## config.mk

```make
export PLATFORM = sky130hd
export DESIGN_NAME = seq_divider
export DESIGN_NICKNAME = d
export VERILOG_FILES = /design/src/rtl/seq_divider.sv
export SDC_FILE = /design/constraint.sdc
export NUM_CORES = 1
export LEC_CHECK = 0
export ABC_AREA = 1
export CAP_MARGIN = 40
export CORE_MARGIN = 4
export CORE_UTILIZATION = 45
export CTS_CLUSTER_DIAMETER = 150
export DETAILED_ROUTE_END_ITERATION = 6
export HOLD_SLACK_MARGIN = 0.1
export PLACE_DENSITY = 0.62
export SLEW_MARGIN = 25
export SYNTH_ARGS = -nofsm -noshare
export SYNTH_HDL_FRONTEND = slang
export SYNTH_SLANG_ARGS = --single-unit
```

## constraint.sdc

```tcl
create_clock -name clk -period 8.9 [get_ports clk]
set_clock_uncertainty 0.05 [all_clocks]
set_input_delay 1.335 -clock clk [delete_from_list [all_inputs] [get_ports clk]]
set_output_delay 1.335 -clock clk [all_outputs]
set_load 0.03 [all_outputs]
```

## src/rtl/seq_divider.sv

```systemverilog
// Sequential restoring divider: one quotient bit per clock for the integer
// part, then optional base-FRAC_BASE fractional digit groups.
module seq_divider #(
  parameter int WIDTH       = 10,
  parameter int FRAC_GROUPS = 0,
  parameter int FRAC_BASE   = 1000,
  parameter int FRAC_W      = 10
) (
  input  logic             clk,
  input  logic             rst_n,
  input  logic             in_valid,
  output logic             in_ready,
  input  logic [WIDTH-1:0] n,
  input  logic [WIDTH-1:0] d,
  output logic             out_valid,
  input  logic             out_ready,
  output logic [WIDTH-1:0] q,
  output logic [WIDTH-1:0] r,
  output logic [((FRAC_GROUPS > 0) ? FRAC_GROUPS*FRAC_W : 1)-1:0] frac,
  output logic             dz
);

  localparam int FRW = (FRAC_GROUPS > 0) ? FRAC_GROUPS*FRAC_W : 1;
  localparam int PW  = WIDTH + FRAC_W;
  localparam int CN  = (WIDTH > FRAC_W) ? WIDTH : FRAC_W;
  localparam int CW  = $clog2(CN);
  localparam int GW  = (FRAC_GROUPS > 1) ? $clog2(FRAC_GROUPS) : 1;

  localparam logic [1:0] S_IDLE = 2'd0;
  localparam logic [1:0] S_INT  = 2'd1;
  localparam logic [1:0] S_FRAC = 2'd2;
  localparam logic [1:0] S_DONE = 2'd3;

  logic [1:0]       st_q, st_d;
  logic [CW-1:0]    cnt_q, cnt_d;
  logic [GW-1:0]    gcnt_q, gcnt_d;
  logic             fin_q, fin_d;
  logic             dzw_q, dzw_d;
  logic [WIDTH-1:0] d_q, d_d;
  logic [WIDTH-1:0] rem_q, rem_d;
  logic [WIDTH-1:0] sh_q, sh_d;
  logic [FRAC_W-1:0] fdv_q, fdv_d;
  logic [FRW-1:0]   acc_q, acc_d;
  logic [WIDTH-1:0] rint_q, rint_d;
  logic [WIDTH-1:0] q_q, q_d;
  logic [WIDTH-1:0] r_q, r_d;
  logic [FRW-1:0]   frac_q, frac_d;
  logic             dz_q, dz_d;

  logic             bit_in;
  logic             ge;
  logic [WIDTH:0]   trial;
  logic [WIDTH-1:0] rem_n;
  logic [PW-1:0]    prod;

  // One restoring step shared by the integer and fractional phases.
  always_comb begin
    bit_in = (st_q == S_FRAC) ? fdv_q[FRAC_W-1] : sh_q[WIDTH-1];
    trial  = {rem_q, bit_in};
    ge     = (trial >= {1'b0, d_q});
    rem_n  = ge ? (trial[WIDTH-1:0] - d_q) : trial[WIDTH-1:0];
    prod   = PW'(rem_n) * PW'(FRAC_BASE);
  end

  always_comb begin
    st_d   = st_q;
    cnt_d  = cnt_q;
    gcnt_d = gcnt_q;
    fin_d  = fin_q;
    dzw_d  = dzw_q;
    d_d    = d_q;
    rem_d  = rem_q;
    sh_d   = sh_q;
    fdv_d  = fdv_q;
    acc_d  = acc_q;
    rint_d = rint_q;
    q_d    = q_q;
    r_d    = r_q;
    frac_d = frac_q;
    dz_d   = dz_q;
    unique case (st_q)
      S_IDLE: begin
        if (in_valid) begin
          d_d    = d;
          sh_d   = n;
          rem_d  = '0;
          acc_d  = '0;
          rint_d = n;
          cnt_d  = CW'(WIDTH-1);
          dzw_d  = (d == '0);
          fin_d  = (d == '0);
          st_d   = S_INT;
        end
      end
      S_INT, S_FRAC: begin
        // fin_q marks the single wrap-up cycle that registers the result.
        if (fin_q) begin
          q_d    = dzw_q ? '1 : sh_q;
          r_d    = rint_q;
          frac_d = acc_q;
          dz_d   = dzw_q;
          st_d   = S_DONE;
        end else begin
          rem_d = rem_n;
          cnt_d = cnt_q - CW'(1);
          if (st_q == S_INT) begin
            sh_d = {sh_q[WIDTH-2:0], ge};
          end else begin
            fdv_d = fdv_q << 1;
            acc_d = (acc_q << 1) | FRW'(ge);
          end
          if (cnt_q == '0) begin
            if (st_q == S_INT) rint_d = rem_n;
            if ((st_q == S_INT) ? (FRAC_GROUPS == 0) : (gcnt_q == '0)) begin
              fin_d = 1'b1;
            end else begin
              st_d   = S_FRAC;
              cnt_d  = CW'(FRAC_W-1);
              rem_d  = prod[PW-1:FRAC_W];
              fdv_d  = prod[FRAC_W-1:0];
              gcnt_d = (st_q == S_INT) ? GW'(FRAC_GROUPS-1)
                                       : gcnt_q - GW'(1);
            end
          end
        end
      end
      S_DONE: begin
        if (out_ready) st_d = S_IDLE;
      end
    endcase
  end

  always_ff @(posedge clk or negedge rst_n) begin
    if (!rst_n) begin
      st_q   <= S_IDLE;
      cnt_q  <= '0;
      gcnt_q <= '0;
      fin_q  <= 1'b0;
      dzw_q  <= 1'b0;
      d_q    <= '0;
      rem_q  <= '0;
      sh_q   <= '0;
      fdv_q  <= '0;
      acc_q  <= '0;
      rint_q <= '0;
      q_q    <= '0;
      r_q    <= '0;
      frac_q <= '0;
      dz_q   <= 1'b0;
    end else begin
      st_q   <= st_d;
      cnt_q  <= cnt_d;
      gcnt_q <= gcnt_d;
      fin_q  <= fin_d;
      dzw_q  <= dzw_d;
      d_q    <= d_d;
      rem_q  <= rem_d;
      sh_q   <= sh_d;
      fdv_q  <= fdv_d;
      acc_q  <= acc_d;
      rint_q <= rint_d;
      q_q    <= q_d;
      r_q    <= r_d;
      frac_q <= frac_d;
      dz_q   <= dz_d;
    end
  end

  assign in_ready  = (st_q == S_IDLE);
  assign out_valid = (st_q == S_DONE);
  assign q         = q_q;
  assign r         = r_q;
  assign frac      = frac_q;
  assign dz        = dz_q;

endmodule

```

After elaboration in Yosys (flattened, before gate mapping)
Index checks and enable logic that the tools add are counted.
Widths: inputs -> output; s select.
{ "totals": {"out_inout_bits": 24, "inputBits": 24, "register_bits": 82, "wordCells": 90} }
{ "op_classes": {"eq_ne": 11, "add_sub_neg": 3, "mul": 1, "order_cmp": 1, "bitwise_logic": 3, "reduce_logical": 15, "mux": 41} }
{ "op_table": {"columns": ["op", "count"], "rows": [
  ["$mux 10", 15],
  ["$pmux 10 s2", 3],
  ["$mul 10x7->17 const B", 1],
  ["$mux 4", 4],
  ["$reduce_and 4->1", 4],
  ["$ge 11x10->1", 1],
  ["$logic_not 10->1", 1],
  ["$mux 1", 10],
  ["$mux 2", 5],
  ["$ne 2x2->1 const B", 5],
  ["$sub 10x10->10", 1],
  ["$pmux 4 s2", 1],
  ["$reduce_and 2->1", 4],
  ["$ne 3x3->1 const B", 2],
  ["$pmux 2 s3", 1],
  ["$reduce_and 5->1", 1],
  ["$eq 2x2->1 const B", 2],
  ["$logic_not 4->1", 1],
  ["$pmux 1 s2", 2],
  ["$sub 4x1->4 const B", 1],
  ["$not 1->1", 3],
  ["$reduce_and 3->1", 1],
  ["$eq 2x1->1 const B", 1],
  ["$logic_not 2->1", 1],
  ["other kinds (4)", 4]
]} }

Depth between registers and ports, before layout
Gate-level depths: netlist (run 1).
{ "logic_depth": {"ltp_word": 9, "ltp_mapped": 35, "mapped_depth_nobuf": 35} }

Worst setup path before layout (run 1)
Ideal clock, no wire load.
{ "synth_timing": {"path_kind": "register -> register", "start": "register rem_q[3]", "end": "register rem_q[6]", "path_buffers": 0, "setup_ns": 0.117, "period_less_slack_ns": 5.065, "slack_ns": 3.835, "required_time_ns": 8.733, "path_stages_with_launch": 23, "arrival_ns": 4.897, "cell_sequence": "dfrtp_1 ha_1 nand2_1 nand2_1 nand2_1 nand2_1 a21oi_1 nand2_4 o21ai_0 fa_1 fa_1 fa_1 fa_1 inv_1 ha_1 a21oi_1 inv_1 o21ai_0 nand3_1 nand2_1 nand3_1 nand3_1 nand2_1"} }
{ "synth_between": {"elab_chain_cells": 7, "word_cells_on_any_way": 8, "classes_between": "add/sub (1); mul (1); order compare (1); mux (5)"} }
{ "synth_rtl": {"columns": ["element", "line", "rtl"], "rows": [
  ["start: declaration", "40", "logic [WIDTH-1:0] rem_q, rem_d;"],
  ["start signal: assignment", "157", "rem_q <= rem_d;"],
  ["$sub 10x10->10 or $ge 11x10->1 (tied branches)", "61, 60", null],
  ["$mux 10 (*)", "61", "rem_n = ge ? (trial[WIDTH-1:0] - d_q) : trial[WIDTH-1:0];"],
  ["$mul 10x7->17", "62", "prod = PW'(rem_n) * PW'(FRAC_BASE);"],
  ["$mux 10", "114", "if ((st_q == S_INT) ? (FRAC_GROUPS == 0) : (gcnt_q == '0)) begin"],
  ["$mux 10 (*)", "112", "if (cnt_q == '0) begin"],
  ["$mux 10 (*)", "97", "if (fin_q) begin"],
  ["$pmux 10 s2 (*)", "81", "unique case (st_q)"]
]} }
Every way passes the cells marked *; elsewhere a longest branch is shown, timed or not. The select of a mux whose other input is x is not followed.
A chain may end at the register's enable or synchronous reset.

Worst setup path after layout (run 1)
Same ends and word-level chain as after synthesis.

==> results by stage, run 1 <==
Synthesis:
- The number of warnings printed during yosys synthesis is 0.
- The synthesis-stage register bit count is 82.
- The count of flip-flops with a built-in enable after synthesis is 0.
- In the synthesized netlist the dominant register cell turns out to be sky130_fd_sc_hd__dfrtp_1.
- The sequential share of the synthesized area is between 30% and 40%.
- A synthesized cell averages between 7 and 8 um^2.
- The net count of the mapped netlist is 895.
- The number of standard cells after synthesis is 786.
- The post-synthesis cell type count is 48.
- After synthesis, the share of flip-flops with an asynchronous set or reset is 100%.
- The combined area of all synthesized cells is around 6300 um^2.

Detailed routing:
- The first TritonRoute pass finished after 5 iterations.
- Wires add up to around 16000 um.
- The average detailed-routed wire length per instance is roughly 16 um.
- The first routing iteration left 327 violations.
- After detailed routing, the number of vias per cell comes to 5.11.
- The via count of the routed design is 5157.
- Once detail routing completed, the nets flagged for antenna violations numbered 0.
- In the routed design, unresolved DRC markers number 0.

Clock tree:
- Clock tree synthesis inserted a total of 9 buffers.
- The clock slew at the register clock pins of the worst setup and hold paths is roughly 70 ps.
- The total number of H-tree levels is 3.
- The cts-stage hold buffer count is 0.
- The number of clock sinks seen by CTS is 82.
- In this run the clock root is driven by a sky130_fd_sc_hd__clkbuf_16.
- The clock passes through at most 2 buffers.
- The clock reaches the later pin of the worst-skew pair after between 300 and 400 ps.
- TritonCTS built the clock tree.
- The post-CTS setup buffer count is 0.
- The number of gates given a new drive strength after cts is 0.

Global route:
- The initial antenna violation count is 0.
- The largest net degree at the start of global routing is between 40 and 50.
- For this run the aggregate overflow at the end of global routing stands at 0.
- The number of global-route vias before repair was ~5300.
- The global-route wire length before repair is between 20000 and 30000 um.
- In the global route stage, overall resource usage came out at between 20% and 30%.

Die:
- The effective utilization at floorplan is 46.6%.
- The die span in y is roughly 130 um.
- The floorplan step defined a die boundary enclosing between 15000 and 20000 um^2.
- After floorplanning, the core was sized to cover 13500 um^2.
- The count of pins on the block boundary is 48.
- The initialized floorplan defines between 40 and 50 standard-cell rows.
- Measured along the x axis, the die boundary spans around 130 um.

Worst setup path:
- The worst-case register-to-register setup slack is between 2000 and 3000 ps.
- In this run the worst path has a maximum fanout of 19.
- The delay of the slowest critical-path stage is between 600 and 700 ps.
- In this run the critical register-to-register path is launched from rem_q[3].
- The worst setup path is captured at a flop.
- The required time of the critical path is 9090 ps.
- The endpoint of the worst-slack reg-to-reg timing path is rem_q[6].
- The worst-case reg-to-reg path depth is 24.
- The critical path's top delay family is adder cells.
- Traced cell by cell, the critical path runs through ha_1 -> nand2_1 -> nand2_1 -> nand2_1 -> nand2_1 -> a21oi_1 -> nand2_4 -> o21ai_0 -> inv_1 -> ha_1 -> a21oi_1 -> fa_1 -> fa_1 -> fa_1 -> inv_1 -> ha_1 -> a21oi_1 -> inv_1 -> o21ai_0 -> nand3_1 -> nand2_1 -> nand3_1 -> nand3_1 -> nand2_1.
- The number of buffers and inverters on the critical path is 3.
- STA classifies the critical path startpoint as a flop.
- The most frequent cell on the critical path is sky130_fd_sc_hd__nand2_1.
- The signal arrival time at the worst endpoint is about 6300 ps.
- The type of the worst setup path is reg2reg.
- The largest individual stage delay along the critical path comes from the cell sky130_fd_sc_hd__o21ai_0.

Hold path:
- The end of the worst hold path is cnt_q[3].
- The startpoint identified for the worst hold timing path is cnt_q[3].
- The count of cells along the worst hold path is 2.
- The worst hold path class is reg2reg.

STA:
- The pin slew with the least headroom to its limit is 876 ps.
- The portion of the clock cycle consumed by the worst path in the final layout is 68.9%.
- In the final timing run, aggregate negative setup slack is 0 ps.
- The setup-violating endpoint count in the final report is 0.
- The worst-case headroom to the max-slew limit is ~41%.
- Timing would allow up to approximately 0.16 GHz.
- The final hold violation count is 0.
- The routed design could run at a clock period as short as 6140 ps.
- Setup repair after global routing left no endpoint under its margin.
- The final count of pins violating max slew came to 0.

Cells and area:
- The library cell used most frequently in the layout, excluding fill and tap cells, is sky130_fd_sc_hd__nand2_1.
- The area added between synthesis and finish is 15.6%.
- Leaving out fill and tap cells, the most frequent cells in the layout are sky130_fd_sc_hd__nand2_1, sky130_fd_sc_hd__inv_1, sky130_fd_sc_hd__dfrtp_1.
- In the final layout, the share of cells above drive strength 1 is roughly 8.3%.
- The antenna cell count is 0.
- The number of nets in the layout is about 940.

Status:
- The flow ran to the end, and the final reports show no timing, DRC or antenna violations.

Placement:
- The count of buffers added on input and output ports is between 40 and 50.
- The HPWL after detailed placement is 12700 um.
- Routability-driven placement finished with a final weighted congestion of between 0.8 and 0.9.

Job:
- The max capacitance violation total is 0.
## worst max-delay path by stage
| stage | cells past startpoint | from | endpoint | slack, ps |
|---|---|---|---|---|
| 2_1_floorplan | 22 | rem_q[3] | rem_q[6] | 3840 |
| 3_3_place_gp | 24 | rem_q[3] | rem_q[6] | 2690 |
| 3_5_place_dp | 24 | rem_q[3] | rem_q[6] | 2810 |
| 4_1_cts | 24 | rem_q[3] | rem_q[6] | 2760 |
| 5_1_grt | 24 | rem_q[3] | rem_q[6] | 2210 |
| 6_report | 24 | rem_q[3] | rem_q[6] | 2760 |
## cell usage after synthesis (3+ instances only)
library cell	n	area share, %
sky130_fd_sc_hd__o21ai_0	36	2.9
sky130_fd_sc_hd__nand3_2	4	0.64
sky130_fd_sc_hd__nand3_1	45	3.6
sky130_fd_sc_hd__a31oi_1	4	0.40
sky130_fd_sc_hd__nand2_2	13	1.3
sky130_fd_sc_hd__clkbuf_1	9	0.54
sky130_fd_sc_hd__nand2_1	176	11
sky130_fd_sc_hd__a21oi_1	69	5.5
sky130_fd_sc_hd__fa_1	28	8.9
sky130_fd_sc_hd__ha_1	57	11
sky130_fd_sc_hd__inv_1	120	7.2
sky130_fd_sc_hd__dfrtp_1	82	33
sky130_fd_sc_hd__mux2_2	10	1.8
sky130_fd_sc_hd__nor3_1	3	0.24
sky130_fd_sc_hd__nor2_1	52	3.1
sky130_fd_sc_hd__inv_2	8	0.48
sky130_fd_sc_hd__mux2i_1	3	0.48
sky130_fd_sc_hd__xnor2_1	5	0.70
sky130_fd_sc_hd__buf_2	4	0.32
sky130_fd_sc_hd__buf_4	3	0.36
sky130_fd_sc_hd__nand4_1	8	0.80
sky130_fd_sc_hd__xor2_1	7	0.98
sky130_fd_sc_hd__o21ai_1	5	0.40
## tightest hold or removal path: cells and delay by family, from the launching register on
| kind | cells | cell delay, ps |
|---|---|---|
| simple gates | 2 | 110 |
| flops | 1 | 340 |
## routing by layer
metal | wire length (um) | track usage (%)
met5 | 0 | 0
met4 | 120 | 4.16
met3 | 711 | 3.81
met2 | 7480 | 34.0
met1 | 7470 | 29.7
## registers in the layout (all words and copies together) (netlist names)
name,count
acc_q,1
dz,1
cnt_q,4
sh_q,10
fin_q,1
q,10
fdv_q,10
r,10
gcnt_q,1
rint_q,10
st_q,2
frac,1
rem_q,10
dzw_q,1
d_q,10
## per-stage QoR
stage	std cells	cell area [um^2]	hold WS, ps	worst slack [ps]	util, %
detailed placement	994	6930	426	2810	51.5
CTS	1010	7240	444	2760	53.8
global placement	991	6870	419	2690	51.1
floorplan	786	6260	396	3840	-
finish	1010	7240	443	2760	53.8
global route	1010	7240	468	2210	53.8
## logic make-up after synthesis
group | share of synthesized area, %
mux | 2.28
compound gates | 11.6
simple gates | 22.1
flops | 32.8
buf+inv | 9.25
xor+xnor | 1.68
fa+ha+maj | 20.3
## layout make-up
type,count,area [um^2]
repair buffers,51,538
well taps,176,220
multi-input cells,556,3640
fillers,1317,6210
inverters,129,484
clock inverters,7,82.6
clock buffers,9,225
flip-flops and latches,82,2050
Power of run 1 is left out: the tool's default activity adds up to more than one toggle a clock period on the data nets, which glitch-free logic cannot reach.
==> inputs of run 2 (changes only) <==
==> constraint.sdc (replaced) <==
create_clock -name clk -period 6.4 [get_ports clk]
set_clock_uncertainty 0.05 [all_clocks]
set_input_delay 0.96 -clock clk [delete_from_list [all_inputs] [get_ports clk]]
set_output_delay 0.96 -clock clk [all_outputs]
set_load 0.03 [all_outputs]
==> run 2 against run 1 <==
Effect of this change: utilization unchanged; setup slack lost 2200 ps; largest cell class unchanged; sequential share of layout area did not move; highest routed layer unchanged; critical path type unchanged; critical path depth stayed put; non-clock buffer count stayed put; first-iteration DRC count rose by 21%; hold slack got worse by 52 ps; global-route usage fell by 0.11 points; critical endpoint unchanged.
==> results by stage, run 2 (synthesis gave the netlist of run 1 again) <==
Clock tree:
- The number of clock sinks seen by CTS is 82 (unchanged).
- Clock tree synthesis selected as its root buffer the cell sky130_fd_sc_hd__clkbuf_16.
- The insertion delay to the later sink of the worst-skew pair came to 340 ps (about the same).
- The clock slew at the register clock pins of the worst setup and hold paths is 70 ps (about the same).
- The total number of H-tree levels is 3 (unchanged).
- The clock tree from TritonCTS is built.
- The TritonCTS buffer count is 9 (unchanged).
- The largest buffer count on any clock path was 2 (unchanged).

Placement:
- The routability congestion estimate is 0.900 (unchanged).
- The instance area at placement is 6930 um^2 (unchanged).
- The number of port buffers was 47 (unchanged).
- The HPWL reported at the end of detailed placement is 12800 um (+0.76%).

Global route:
- The global-route wire length before repair was 26800 um (-0.79%).
- The global routing usage on met1 is 28.3% (-1.3 points).
- The all-layer global routing usage is 20.8% (-0.11 points).
- The largest net degree at the start of global routing is 46 (unchanged).
- The met2 track demand over resource came to 34.4% (+0.44 points).
- The most utilized layer in the global route result is met2.
- The met3 routing resource usage after global routing came to 4.19% (+0.38 points).
- The overall overflow remaining after global route is 0 (unchanged).
- The number of global-route vias before repair is 5344 (+0.49%).
- The initial antenna violation count is 0 (unchanged).

Worst setup path:
- The worst setup path is captured at a flop.
- Broken down by cell family, the worst path's largest delay share belongs to adder cells.
- By startpoint and endpoint, the worst setup path is classified as reg2reg.
- The delay of the slowest critical-path stage is 550 ps (-100 ps).
- The biggest fanout along the worst timing path is 19 (unchanged).
- STA classifies the critical path startpoint as a flop.
- The count of buffer and inverter cells on the critical path is 3 (unchanged).
- The cell at the slowest stage of the critical path is sky130_fd_sc_hd__fa_1.
- The required time of the critical path is 6590 ps (-2500 ps).
- The most frequent cell on the critical path is sky130_fd_sc_hd__nand2_1.
- The signal arrival time at the worst endpoint is 6070 ps (-250 ps).
- The signal on the critical path passes through ha_1 -> nand2_1 -> nand2_1 -> nand2_1 -> nand2_1 -> a21oi_1 -> nand2_4 -> o21ai_1 -> inv_1 -> ha_1 -> a21oi_1 -> fa_1 -> fa_1 -> fa_1 -> inv_1 -> ha_1 -> a21oi_1 -> inv_1 -> o21ai_0 -> nand3_1 -> nand2_1 -> nand3_1 -> nand3_1 -> nand2_1.

Die:
- The row count is 42 (unchanged).
- The area of the core region was 13500 um^2 (unchanged).
- The count of pins on the block boundary is 48 (unchanged).
- The floorplan die area came to 15900 um^2 (unchanged).
- The effective utilization at floorplan was 46.6% (unchanged).
- The die span in y is 126 um (unchanged).
- The die outline width is 126 um (unchanged).

Cells and area:
- The number of nets in the layout was 938 (unchanged).
- The most common cell after layout, fill and taps aside is sky130_fd_sc_hd__nand2_1.
- The post-route standard cell area excluding fillers came to 7240 um^2 (unchanged).
- The number of fill cells in the layout is 1334 (+1.3%).
- The area added between synthesis and finish came to 15.6% (unchanged).
- The sequential standard cell area is 2050 um^2 (unchanged).
- The multi-input logic area was 3640 um^2 (unchanged).
- The antenna cell count is 0 (unchanged).
- The library cells used most frequently in the layout, excluding fill and tap cells, are sky130_fd_sc_hd__nand2_1, sky130_fd_sc_hd__inv_1, sky130_fd_sc_hd__dfrtp_1.
- The share of layout cells above drive strength 1 is 8.27% (unchanged).

STA:
- Setup repair after global routing left no endpoint under its margin.
- The worst-case headroom to the max-slew limit is 44.5% (+3.1 points).
- The setup-violating endpoint count in the final report is 0 (unchanged).
- The final hold violation count was 0 (unchanged).
- The minimum clock period is 5890 ps (-251 ps).
- The maximum clock frequency is 0.170 GHz (+4.3%).
- The portion of the clock cycle consumed by the worst path in the final layout is 92.0% (+23 points).
- The final setup TNS is 0 ps (unchanged).
- The final count of pins violating max slew is 0 (unchanged).
- The pin slew with the least headroom to its limit is 829 ps (-46.9 ps).

Job:
- The max capacitance violation total is 0 (unchanged).

Hold path:
- The path class of the tightest hold or removal check is in2async.

Status:
- The flow ran to the end, and the final reports show no timing, DRC or antenna violations.

Detailed routing:
- The final routed DRC violation total is 0 (unchanged).
- The number of DRC violations after detailed-routing iteration 0 is 396 (+21%).
- The via count of the routed design is 5239 (+1.6%).
- The number of iterations in the first detailed-routing pass came to 5 (unchanged).
- The residual antenna-violating net count after detailed routing came to 0 (unchanged).
- The average detailed-routed wire length per instance was 15.9 um (+1.9%).
- The number of vias per cell after detailed routing was 5.19 (+1.6%).
- The total wire length after detailed routing is 16100 um (+1.9%).
## run 2: cell counts in the layout (fill, tap and decap cells not counted)
Identical to the previous run, type by type.
## run 2: metrics by stage
stage	utilization, %	hold WS (ps)	instances	setup slack, ps
floorplan	-	396	786	1340
global placement	51.1	419	991	193
detailed placement	51.5	430	994	296
CTS	53.8	385	1010	236
global route	53.8	394	1010	115
finish	53.8	391	1010	515
## run 2: metal layers
metal  up-vias  routed length [um]
met5         -                   0
met4         0                 187
met3        16                 734
met2       121                7650
met1      2480                7500
li1       2622                   -
## run 2: layout make-up
cell class                 instances  area share, %
clock buffer                       9           3.11
clock inverter                     7           1.14
inverter                         129           6.69
multi-input combinational        556           50.3
sequential                        82           28.3
tap                              176           3.04
timing repair buffer              51           7.43
## run 2: what timing repair did
action,in CTS,in global routing
buffers inserted,0,0
hold buffers,0,0
setup endpoints to repair,0,6
resized for setup,0,1
## run 2: worst reg2reg max path: stages, from the launching register on
cell	delay, ps
sky130_fd_sc_hd__dfrtp_1	440
sky130_fd_sc_hd__ha_1	360
sky130_fd_sc_hd__nand2_1	80
sky130_fd_sc_hd__nand2_1	80
sky130_fd_sc_hd__nand2_1	80
sky130_fd_sc_hd__nand2_1	70
sky130_fd_sc_hd__a21oi_1	260
sky130_fd_sc_hd__nand2_4	230
sky130_fd_sc_hd__o21ai_1	490
sky130_fd_sc_hd__inv_1	220
sky130_fd_sc_hd__ha_1	250
sky130_fd_sc_hd__a21oi_1	160
sky130_fd_sc_hd__fa_1	470
sky130_fd_sc_hd__fa_1	500
sky130_fd_sc_hd__fa_1	550
sky130_fd_sc_hd__inv_1	50
sky130_fd_sc_hd__ha_1	350
sky130_fd_sc_hd__a21oi_1	230
sky130_fd_sc_hd__inv_1	80
sky130_fd_sc_hd__o21ai_0	270
sky130_fd_sc_hd__nand3_1	120
sky130_fd_sc_hd__nand2_1	70
sky130_fd_sc_hd__nand3_1	110
sky130_fd_sc_hd__nand3_1	130
sky130_fd_sc_hd__nand2_1	60
## run 2: final timing paths
| check | slack, ps | startpoint | end | depth (start not counted) |
|---|---|---|---|---|
| worst max-delay path | 510 | rem_q[3] | rem_q[6] | 24 |
| worst min-delay path | 390 | rst_n | rem_q[8] | 1 |
| worst max register to register | 510 | rem_q[3] | rem_q[6] | 24 |
| worst min register to register | 440 | r[8] | r[8] | 2 |
| max in group asynchronous | 5010 | rst_n | cnt_q[1] | 3 |
| min in group clk | 440 | r[8] | r[8] | 2 |
Power of run 2 is left out for the same reason.
